===== config.mk =====
export PLATFORM = sky130hd
export DESIGN_NAME = matrix_memory
export DESIGN_NICKNAME = d
export VERILOG_FILES = /design/src/rtl/matrix_memory.sv
export SDC_FILE = /design/constraint.sdc
export NUM_CORES = 2
export LEC_CHECK = 0
export ABC_AREA = 1
export BUFFER_PORTS_ARGS = -buffer_cell sky130_fd_sc_hd__buf_2
export CORE_MARGIN = 4
export CORE_UTILIZATION = 60
export CTS_CLUSTER_SIZE = 20
export DETAILED_ROUTE_END_ITERATION = 10
export PLACE_DENSITY = 0.8
export SLEW_MARGIN = 20
export SYNTH_ARGS = -nofsm -noshare
export SYNTH_HDL_FRONTEND = slang
export SYNTH_SLANG_ARGS = --single-unit

===== constraint.sdc =====
create_clock -name clk -period 23.1 [get_ports clk]
set_input_delay 4.62 -clock clk [delete_from_list [all_inputs] [get_ports clk]]
set_output_delay 4.62 -clock clk [all_outputs]
set_load 0.01 [all_outputs]

===== src/rtl/matrix_memory.sv =====
// NUM_ROWS x NUM_COLS register-file matrix store with registered row/column read
// ports, a single-element write port and a row-serial clear engine.
module matrix_memory #(
    parameter int NUM_ROWS       = 4,
    parameter int NUM_COLS       = 5,
    parameter int WIDTH          = 32,
    parameter int ROW_ADDR_WIDTH = (NUM_ROWS > 1) ? $clog2(NUM_ROWS) : 1,
    parameter int COL_ADDR_WIDTH = (NUM_COLS > 1) ? $clog2(NUM_COLS) : 1
) (
    input  logic                      clk,
    input  logic                      rst,
    input  logic [ROW_ADDR_WIDTH-1:0] row_addr,
    input  logic                      row_addr_ready,
    output logic                      row_valid,
    output logic [NUM_COLS*WIDTH-1:0] row_out,
    input  logic [COL_ADDR_WIDTH-1:0] col_addr,
    input  logic                      col_addr_ready,
    output logic                      col_valid,
    output logic [NUM_ROWS*WIDTH-1:0] col_out,
    input  logic [ROW_ADDR_WIDTH-1:0] write_row_addr,
    input  logic [COL_ADDR_WIDTH-1:0] write_col_addr,
    input  logic [WIDTH-1:0]          write_data,
    input  logic                      write_ready,
    input  logic                      clear,
    output logic                      busy
);

    typedef enum logic {IDLE, CLEARING} state_t;

    localparam logic [ROW_ADDR_WIDTH-1:0] LAST_ROW = ROW_ADDR_WIDTH'(NUM_ROWS - 1);

    logic [WIDTH-1:0]          mem [NUM_ROWS][NUM_COLS];
    state_t                    state, state_next;
    logic [ROW_ADDR_WIDTH-1:0] clr_row, clr_row_next;
    logic                      idle;
    logic                      write_en;
    logic                      row_accept, col_accept;
    logic [NUM_COLS*WIDTH-1:0] row_sel;
    logic [NUM_ROWS*WIDTH-1:0] col_sel;

    assign idle       = (state == IDLE);
    assign busy       = (state == CLEARING);
    // A clear in the same idle cycle wins over the element write.
    assign write_en   = idle && !clear && write_ready;
    assign row_accept = idle && row_addr_ready;
    assign col_accept = idle && col_addr_ready;

    always_ff @(posedge clk or posedge rst) begin
        if (rst) begin
            state   <= IDLE;
            clr_row <= '0;
        end else begin
            state   <= state_next;
            clr_row <= clr_row_next;
        end
    end

    always_comb begin
        state_next   = state;
        clr_row_next = clr_row;
        case (state)
            IDLE: begin
                if (clear) begin
                    state_next   = CLEARING;
                    clr_row_next = '0;
                end
            end
            CLEARING: begin
                if (clr_row == LAST_ROW) begin
                    state_next   = IDLE;
                    clr_row_next = '0;
                end else begin
                    clr_row_next = clr_row + ROW_ADDR_WIDTH'(1);
                end
            end
            default: begin
                state_next   = IDLE;
                clr_row_next = '0;
            end
        endcase
    end

    // Address compare per row/column: out-of-range addresses match nothing,
    // so writes are ignored and reads return zero without extra range logic.
    always_ff @(posedge clk) begin
        for (int r = 0; r < NUM_ROWS; r++) begin
            for (int c = 0; c < NUM_COLS; c++) begin
                if (busy && clr_row == ROW_ADDR_WIDTH'(r)) begin
                    mem[r][c] <= '0;
                end else if (write_en && write_row_addr == ROW_ADDR_WIDTH'(r)
                             && write_col_addr == COL_ADDR_WIDTH'(c)) begin
                    mem[r][c] <= write_data;
                end
            end
        end
    end

    always_comb begin
        row_sel = '0;
        col_sel = '0;
        for (int r = 0; r < NUM_ROWS; r++) begin
            for (int c = 0; c < NUM_COLS; c++) begin
                if (row_addr == ROW_ADDR_WIDTH'(r)) begin
                    row_sel[c*WIDTH +: WIDTH] = mem[r][c];
                end
                if (col_addr == COL_ADDR_WIDTH'(c)) begin
                    col_sel[r*WIDTH +: WIDTH] = mem[r][c];
                end
            end
        end
    end

    always_ff @(posedge clk or posedge rst) begin
        if (rst) begin
            row_valid <= 1'b0;
            row_out   <= '0;
            col_valid <= 1'b0;
            col_out   <= '0;
        end else begin
            row_valid <= row_accept;
            col_valid <= col_accept;
            if (row_accept) begin
                row_out <= row_sel;
            end
            if (col_accept) begin
                col_out <= col_sel;
            end
        end
    end

endmodule

# Word level (Yosys, flattened, before mapping)
# Memory sizes are Yosys's and may differ from the RTL's.
# Cells that the tools add are included.
[op_classes]
addsub = 1
n_eq_ne = 18
mux = 143
bitwise_logic = 21
reduce_logical = 41
[op_table]
columns = ["op", "count"]
rows = [
  ["2-to-1 mux 32 bit", 60],
  ["2-to-1 mux 160 bit", 3],
  ["OR reduction 160 bit", 3],
  ["2-to-1 mux 1 bit", 70],
  ["logical AND 1 bit", 32],
  ["OR 1 bit", 20],
  ["2-to-1 mux 5 bit", 3],
  ["equality test 2 bit, second input constant", 6],
  ["equality test 3 x 2 -> 1 bit, second input constant", 4],
  ["2-to-1 mux 2 bit", 5],
  ["equality test 2 x 1 -> 1 bit, second input constant", 3],
  ["equality test 3 x 1 -> 1 bit, second input constant", 2],
  ["equality test 3 bit, second input constant", 2],
  ["logical NOT 2 bit", 3],
  ["logical NOT 3 bit", 2],
  ["case mux 2 bit (2 select lines)", 1],
  ["adder 2 x 1 -> 2 bit, second input constant", 1],
  ["!= test 2 bit, second input constant", 1],
  ["case mux 1 bit (2 select lines)", 1],
  ["logical NOT 1 bit", 1],
  ["inverter 1 bit", 1],
]
[totals]
reg_bits = 293
ram_bits = 640
out_inout_bits = 291
word_cells = 231
mem_count = 1
[mem_list]
columns = ["memory", "words", "width", "rd", "rd_clocked_by_memory_dff", "wr", "line", "text"]
rows = [
  ["mem", 4, 160, 4, 0, 1, "32", "logic [WIDTH-1:0] mem [NUM_ROWS][NUM_COLS];"],
]

# Depth between registers and ports, before layout
[depth]
word_depth = 13
ltp_mapped = 11
mapped_depth_nobuf = 8

# Least setup slack after synthesis
# No wires, ideal clock.
[synth_timing]
path_type = "input-to-reg"
from = "input port write_col_addr[1]"
to = "memory mem[3][0] (netlist name), enable pin"
setup_time_ps = 389
t_arrival_ps = 6286
required_time_ps = 22711
setup_slack_ps = 16424
path_stages = 6
cell_sequence = "inv_1 > nand2_1 > nor2_1 > nand2_4 > buf_6 > nand2_1"
[synth_via]
elab_chain_len = 10
elab_cells_between_ends = 94
cone_classes = "eq/ne: 4; mux: 54; bitwise: 16; reduce/logical: 20"
[synth_lines]
columns = ["element", "line", "text"]
rows = [
  ["start: declaration", "21", "input logic [COL_ADDR_WIDTH-1:0] write_col_addr,"],
  ["equality test 3 bit (tied with other cells)", "91", "&& write_col_addr == COL_ADDR_WIDTH'(c)) begin"],
  ["logical AND 1 bit", "91", ""],
  ["2-to-1 mux 1 bit", "90", "end else if (write_en && write_row_addr == ROW_ADDR_WIDTH'(r)"],
  ["2-to-1 mux 1 bit", "88", "if (busy && clr_row == ROW_ADDR_WIDTH'(r)) begin"],
  ["2-to-1 mux 1 bit (not written as such)", "92", "mem[r][c] <= write_data;"],
  ["OR 1 bit (no source line)", "n/a", ""],
  ["OR reduction 160 bit (no source line)", "n/a", ""],
  ["2-to-1 mux 2 bit (no source line) or 2-to-1 mux 5 bit (tied branches) (3 in series)", "n/a", ""],
  ["end: declaration", "32", ""],
]
# Parallel ways exist; a longest one is shown, timed or not.

# Final worst setup path
[layout_timing]
from = "input port col_addr[0]"
to = "register col_out[101]"
[layout_via]
elab_chain_len = 6
elab_cells_between_ends = 10
cone_classes = "eq/ne: 4; mux: 5; reduce/logical: 1"
[layout_lines]
columns = ["element", "line", "text"]
rows = [
  ["start: declaration", "16", "input logic [COL_ADDR_WIDTH-1:0] col_addr,"],
  ["logical NOT 3 bit", "106", "if (col_addr == COL_ADDR_WIDTH'(c)) begin"],
  ["2-to-1 mux 32 bit (4 in series)", "106", ""],
  ["2-to-1 mux 32 bit (*)", "106", ""],
  ["end signal: assignment", "126", "col_out <= col_sel;"],
  ["end: declaration", "19", "output logic [NUM_ROWS*WIDTH-1:0] col_out,"],
]
# Every way passes the cells marked *; elsewhere a longest branch is shown, timed or not.
# A chain may end at the register's enable or synchronous reset.

==> key figures <==
Outcome
  • Status: finished, final reports clean

Setup path
  • Worst setup path category: input port to flop
  • Worst reg2reg endpoint: mem[1][117]$_SDFFCE_PN0P_
  • Crit end category: flop
  • Crit path DAT: between 8 and 9 ns
  • Flop-to-flop setup slack: ~20 ns
  • Worst reg-to-reg path cell count: 6
  • RR Startpoint: busy$_DFF_PP0_
  • Startpoint types: input port
  • Worst Path Max Fanout: between 100 and 150
  • CP required: between 20 and 25 ns

Yosys
  • Top FF cell, synth: edfxtp_1
  • Netlist cell types: 25
  • Post-synthesis sequential area ratio: 59.3%
  • Instance count of the mapped netlist: about 5200
  • Yosys warnings: 0
  • Syn_nets: roughly 5200
  • Mapped cell area: about 45000 um^2
  • Number of flops mapped to enable cells by yosys: 640
  • Syn Area/Cell: between 8 and 9 um^2
  • Synth async-reset ratio: between 30% and 40%
  • Register bit total from synthesis: ~930

Clock tree
  • Clock Latency Late Sink: approximately 0.67 ns
  • CTS Buf Count: 97
  • Sink Count: ~930
  • Post-CTS Resized: 0
  • CTS tree: done
  • Hold-fix buffers, CTS: 0
  • Max Root-Sink Buffers: 3
  • Clock Tree Root: clkbuf_16
  • Setup bufs post-CTS: 0
  • CTS H-Tree Depth: 3
  • Worst-path clk slew: approximately 0.060 ns

Global routing
  • First-pass GRT wire length: 235000 um
  • Largest net degree at the start of global routing: 161
  • GR Overflow Total: 0
  • Vias in the first global route: 36400
  • Total GRT Usage: between 40% and 50%
  • Antenna violations before repair: 5

Timing
  • RSZ-0062 raised after global routing: false
  • Least-Margin Pin Slew: approximately 1.4 ns
  • Worst slew margin relative to its limit: 8.47%
  • Fmax: about 130 MHz
  • Final setup violation count: 0
  • Final clock skew: roughly 0.024 ns
  • Setup TNS: 0 ns
  • Final min period: 7.96 ns
  • Slew Limit Fails: 0
  • Final Cycle Share: approximately 34%
  • Final hold vios: 0

Power
  • Flop pwr share: 47.8%
  • Net Sw Power: around 2.1 mW
  • Lkg Pwr: 24.0 nW
  • P_int: about 3.8 mW
  • Combinational Power Share: about a quarter
  • Power Density: about 120 nW/um^2
  • Clk network pwr share: a little over a quarter
  • Switching share of power: 35.9%
  • Peak VDD IR: 86.8 uV

Worst hold path
  • Hold endpoint: col_out[49]$_DFFE_PP0P_
  • Hold/Removal Path Class: flop to flop
  • Worst hold stages: 2
  • Worst hold start: col_out[49]$_DFFE_PP0P_

Finish
  • Layout cells sized above 1: between 10% and 20%
  • Layout Nets: roughly 5400
  • Area growth from synthesis to layout: 10.4%
  • Commonest cells after routing, fill and taps aside: nand2_1 (1738), nor2_1 (774), edfxtp_1 (640), inv_1 (528), buf_2 (338)
  • Commonest non-fill, non-tap cell in the layout: nand2_1
  • Finished Cell Area: around 50000 um^2

Placed design
  • Port Buf Inserts: about 340
  • Placed Area: 46300 um^2
  • GPL Wtd Cong: roughly 0.94
  • Post-DP HPWL: 100000 um

Routing
  • DRT iter0 DRCs: around 6200
  • Vias per cell: 6.01
  • Antenna viol nets, final: 0
  • Total number of vias: around 38000
  • Drt first pass iters: 8
  • Routed WL: approximately 160000 um
  • Routed len/inst: around 26 um
  • DRC: 0

Floorplan
  • Core Box Area: about 73000 um^2
  • Die width: around 280 um
  • Die ar.: 79100 um^2
  • Die Y: ~280 um
  • IO Pins: ~340
  • Starting Density: approximately three fifths
  • Rows: around 100

Flow run
  • Max cap viols: 0
stage by stage:
| step | util, % | hold slack (ns) | power [mW] | cells | worst slack (ns) |
|---|---|---|---|---|---|
| 6_report | 67.3 | 0.472 | 5.95 | 6348 | 15.14 |
| 5_1_grt | 67.3 | 0.487 | 6.15 | 6345 | 14.95 |
| 4_1_cts | 67.3 | 0.475 | 5.89 | 6345 | 15.36 |
| 3_5_place_dp | 63.0 | 0.460 | 4.32 | 6162 | 14.67 |
| 3_3_place_gp | 63.0 | 0.458 | 4.28 | 6162 | 14.84 |
| 2_1_floorplan | - | 0.505 | 3.52 | 5173 | 10.39 |
power by group through the flow:
stage / sequential, mW / combinational (mW) / clock [mW]
after floorplan: 2.84 / 0.681 / 0
after global placement: 2.83 / 1.45 / 0
after detailed placement: 2.84 / 1.48 / 0
after CTS: 2.82 / 1.48 / 1.58
after global routing: 2.89 / 1.61 / 1.66
final: 2.84 / 1.52 / 1.59
how the worst max path moves through the flow:
stage | from | to | slack [ns] | cells after the start
detailed placement | col_addr[0] | col_out[101]$_DFFE_PP0P_ | 14.67 | 12
CTS | col_addr[0] | col_out[101]$_DFFE_PP0P_ | 15.36 | 12
global route | col_addr[0] | col_out[101]$_DFFE_PP0P_ | 14.95 | 12
global placement | col_addr[0] | col_out[69]$_DFFE_PP0P_ | 14.84 | 12
floorplan | rst | busy$_DFF_PP0_ | 10.39 | 1
finish | col_addr[0] | col_out[101]$_DFFE_PP0P_ | 15.14 | 12
critical path: stages:
cell     delay, ns
buf_2         0.07
buf_4         0.40
nor2_4        0.03
buf_4         0.32
nand2_4       0.65
buf_4         0.75
buf_4         0.98
nand2_1       0.17
nor2_1        0.14
nand2_1       0.07
nand2_1       0.06
nand2_1       0.05
synthesized netlist by cell type (all sizes together) (4+ instances only):
cell	instances	area share, %
o21ai	291	3.3
nand3	189	2.1
nor2	923	8.6
clkbuf	207	1.7
ha	4	0.11
inv	533	4.5
nand4	125	1.7
edfxtp	640	43
dfrtp	293	16
buf	151	2.5
nand2	1764	15
nor3	8	0.23
o22a	41	0.80
area by class of cell:
class                   instances  area (um^2)
diodes                          3         7.51
clock buffers                 148         2850
clock inverters                35          334
fillers                      5804        24000
inverters                     534         2020
multi-input cells            3348        14400
flip-flops and latches        933        26600
well taps                     959         1200
repair buffers                388         2080
routing by layer:
metal	global-route usage [%]	share of wire (%)
met5	0	0.0067
met1	47.5	31
met3	9.27	12
met2	62.4	44
met4	37.7	12
cells by family (layout without fill, tap and decap cells):
logic type | count (synthesis) | after routing | share of synthesized area [%]
simple gates | 3009 | 3009 | 27.8
fa+ha+maj | 4 | 4 | 0.112
flops | 933 | 933 | 59.3
other cells | 0 | 3 | 0
compound gates | 335 | 335 | 4.10
buf+inv | 892 | 1105 | 8.70
sequential cells by signal, indices dropped and copies added, names as in the netlist:
signal / count
mem: 640
col_out: 128
col_valid: 1
row_valid: 1
clr_row: 2
row_out: 160
busy: 1
Note: power is estimated with default switching activity, not from simulation.
